$ cat config.mk
export PLATFORM = sky130hd
export DESIGN_NAME = mux_4x1
export DESIGN_NICKNAME = d
export VERILOG_FILES = /design/src/rtl/mux_4x1.sv
export SDC_FILE = /design/constraint.sdc
export NUM_CORES = 1
export LEC_CHECK = 0
export ABC_AREA = 1
export CAP_MARGIN = 20
export CORE_ASPECT_RATIO = 0.75
export CORE_MARGIN = 3
export CORE_UTILIZATION = 28
export DETAILED_ROUTE_END_ITERATION = 12
export PLACE_DENSITY = 0.81
export REMOVE_ABC_BUFFERS = 1
export SYNTH_ARGS = -nofsm -noshare
export SYNTH_HDL_FRONTEND = slang
export SYNTH_SLANG_ARGS = --single-unit
export TNS_END_PERCENT = 1
$ cat constraint.sdc
create_clock -name clk -period 1.1 [get_ports clk]
set_clock_uncertainty 0.15 [all_clocks]
set_input_delay 0.22 -clock clk [delete_from_list [all_inputs] [get_ports clk]]
set_output_delay 0.22 -clock clk [all_outputs]
set_load 0.02 [all_outputs]
$ cat src/rtl/mux_4x1.sv
// Parameterised 4-to-1 word multiplexer with combinational and registered outputs.
// Define MUX_4X1_HOLD_EN to add the `en` load enable for out_q.
module mux_4x1 #(
  parameter int unsigned WIDTH = 32
) (
  input  logic             clk,
  input  logic             rst_n,
`ifdef MUX_4X1_HOLD_EN
  input  logic             en,
`endif
  input  logic [WIDTH-1:0] in_00,
  input  logic [WIDTH-1:0] in_01,
  input  logic [WIDTH-1:0] in_10,
  input  logic [WIDTH-1:0] in_11,
  input  logic [1:0]       slct,
  output logic [WIDTH-1:0] out,
  output logic [WIDTH-1:0] out_q
);

  logic [WIDTH-1:0] w_sel;
  logic [WIDTH-1:0] r_out_q;

  // An unknown select propagates X rather than silently choosing in_00.
  always_comb begin
    w_sel = 'x;
    case (slct)
      2'b00:   w_sel = in_00;
      2'b01:   w_sel = in_01;
      2'b10:   w_sel = in_10;
      2'b11:   w_sel = in_11;
      default: w_sel = 'x;
    endcase
  end

  always_ff @(posedge clk or negedge rst_n) begin
    if (!rst_n) begin
      r_out_q <= '0;
`ifdef MUX_4X1_HOLD_EN
    end else if (en) begin
`else
    end else begin
`endif
      r_out_q <= w_sel;
    end
  end

  assign out   = w_sel;
  assign out_q = r_out_q;

endmodule

==> results.toml <==
[run_status]
status = "finished, violations left"
violations = "setup timing"

[floorplan]
boundaryPins = 196
die_w_um = 97.7
initial_core_util_pct = 29.7
die_h_um = 74.8
row_count = 24
dieArea_mm2 = 0.00730
core_area_mm2 = 0.00595

[power]
p_switching_mw = 1.32
p_comb_share_pct = 46.1
powerDensity_mw_per_mm2 = 979
p_leak_nw = 2.06
power_mw = 4.18
intPower_mw = 2.86
ir_drop_mv = 0.415
p_clk_share_pct = 22.1
power_frac_seq_pct = 31.9
p_sw_share_pct = 31.6

[sta]
fin_crit_sh_pct = 135
max_freq_ghz = 0.676
setup_slack_ps = -380
tightestPinTransition_ps = 215
min_period_ps = 1480
setup_viol = 67
drv_slew = 0
hold_viol_final = 0
slew_headroom_pct = 85.7
rsz0062_at_grt = "yes"
holdWs_ps = 142

[synthesis]
ys_seq_elements = 32
synthCells = 218
yosysWarnings = 0
synthesis.area_mm2 = 0.00177
ys_seq_area_share_pct = 45.4
yosysUniqueCellTypes = 8
syn_area_per_cell_um2 = 8.10

[worst_setup_path]
path_class = "input pin to primary output"
start_kind = "input pin"
cp.required_ps = 730
end_kind = "primary output"
worstPathArrival_ps = 1110
cp_max_fo = 2

[grt]
gr-total-overflow = 0
grt_max_degree = 37
grtUsageTotal_pct = 23.3
grt_pass1_wl_um = 13500
grt_antenna_before_repair = 0
grt_pass1_vias = 2719

[clock_network]
cts_tree = "done"
clk_pin_slew_ps = 70
cts_buffers = 5
cts.sinks = 32
cts_max_level = 2
clockBufferDepth = 2
cts_root_buf = "clkbuf_8"

[layout]
drive_above_1_share_pct = 29.5
fin_cells = 529
syn_to_final_growth_pct = 142
final_nets = 582
nFillCells = 478
insertedDiodeCount = 0
largest_reg_flops = 32

[drt]
viasPerCell = 5.17
routed_wl_um = 9270
drc = 0
vias = 2734
drt_first_iter_violations = 146
wire_per_inst_um = 17.5
firstDrtPassIters = 4
postRouteAntennaNets = 0

[run]
maxCapViolCount = 0

[placed_design]
dp.cells = 498
finalWeightedCongestion = 0.858
dp_hpwl_um = 6320
portBuffers = 195

[hold_path]
hold_path_class = "input pin to flop"
power by group through the flow:
stage                     registers, mW  logic (mW)  clock network, mW
after floorplan                    1.51       0.376                  0
after global placement             1.35        1.79                  0
after detailed placement           1.35        1.82                  0
after CTS                          1.32        1.84              0.953
after global routing               1.35        2.03               1.01
final                              1.33        1.93              0.924
synth_stat cells:
cell,n,area (µm²)
buf_2,9,45.0
nand2_1,32,120
nand4_1,32,200
nor2_2,1,6.26
inv_1,2,7.51
nand3_1,96,480
buf_4,14,105
dfrtp_1,32,801
through the flow:
stage	setup WS [ps]	utilization (%)	instance area (µm²)	TNS (ps)
after floorplan	-426	-	1620	-24020
after global placement	-865	66.4	3950	-36010
after detailed placement	-863	66.4	3950	-36910
after CTS	-314	69.1	4110	-12050
after global routing	-400	71.9	4270	-14190
final	-380	71.9	4270	-11720
cell type report:
class                   count  area, µm²  share of cell area [%]
repair buffers            248       2450                    57.3
multi-input cells         161        827                    19.4
flip-flops and latches     32        801                    18.7
well taps                  78       97.6                    2.28
clock buffers               8       90.1                    2.11
inverters                   2       7.51                   0.176
worst max-delay path, stage by stage:
cell             delay [ps]
clkdlybuf4s50_1         490
nand3_1                 100
nand4_1                 150
buf_6                   140
kinds of logic after synthesis:
logic type | Yosys count | share of synthesized area (%)
flops | 32 | 45.4
simple gates | 161 | 45.7
buf+inv | 25 | 8.93
per-layer routing:
metal  part of all wire (%)  track usage, %  wire, µm
met5                      0               0         0
met4                    1.7            5.53       153
met3                    8.6            6.67       794
met2                     53            44.4      4910
met1                     37            26.5      3400
cells in the final DEF (no fill, tap or decap):
cell,n
buf_4,42
clkdlybuf4s50_1,89
buf_12,9
nand4_1,32
dlymetal6s2s_1,15
inv_2,2
nand2_2,4
nand3_1,95
clkbuf_8,6
nand2_1,28
buf_2,22
dlygate4sd2_1,24
buf_16,1
dlygate4sd3_1,1
nand3_2,1
dfrtp_1,32
nor2_4,1
buf_8,3
buf_6,42
clkbuf_1,2
timing repair:
action | CTS | global route
pin swaps | 38 | 36
hold buffers | 1 | 0
setup buffers | 14 | 4
setup endpoints to repair | 64 | 68
gates resized for setup | 362 | 44
gates cloned | 4 | 0
hold endpoints to repair | 32 | 0
path summary, 6_finish.rpt:
kind                           start         to  cells after the start
setup / recovery           in_11[26]    out[26]                      4
hold / removal             in_10[30]  out_q[30]                      3
max in group asynchronous      rst_n  out_q[30]                      3
min in group asynchronous      rst_n   out_q[1]                      3
Power figures use the tool's default switching activity.
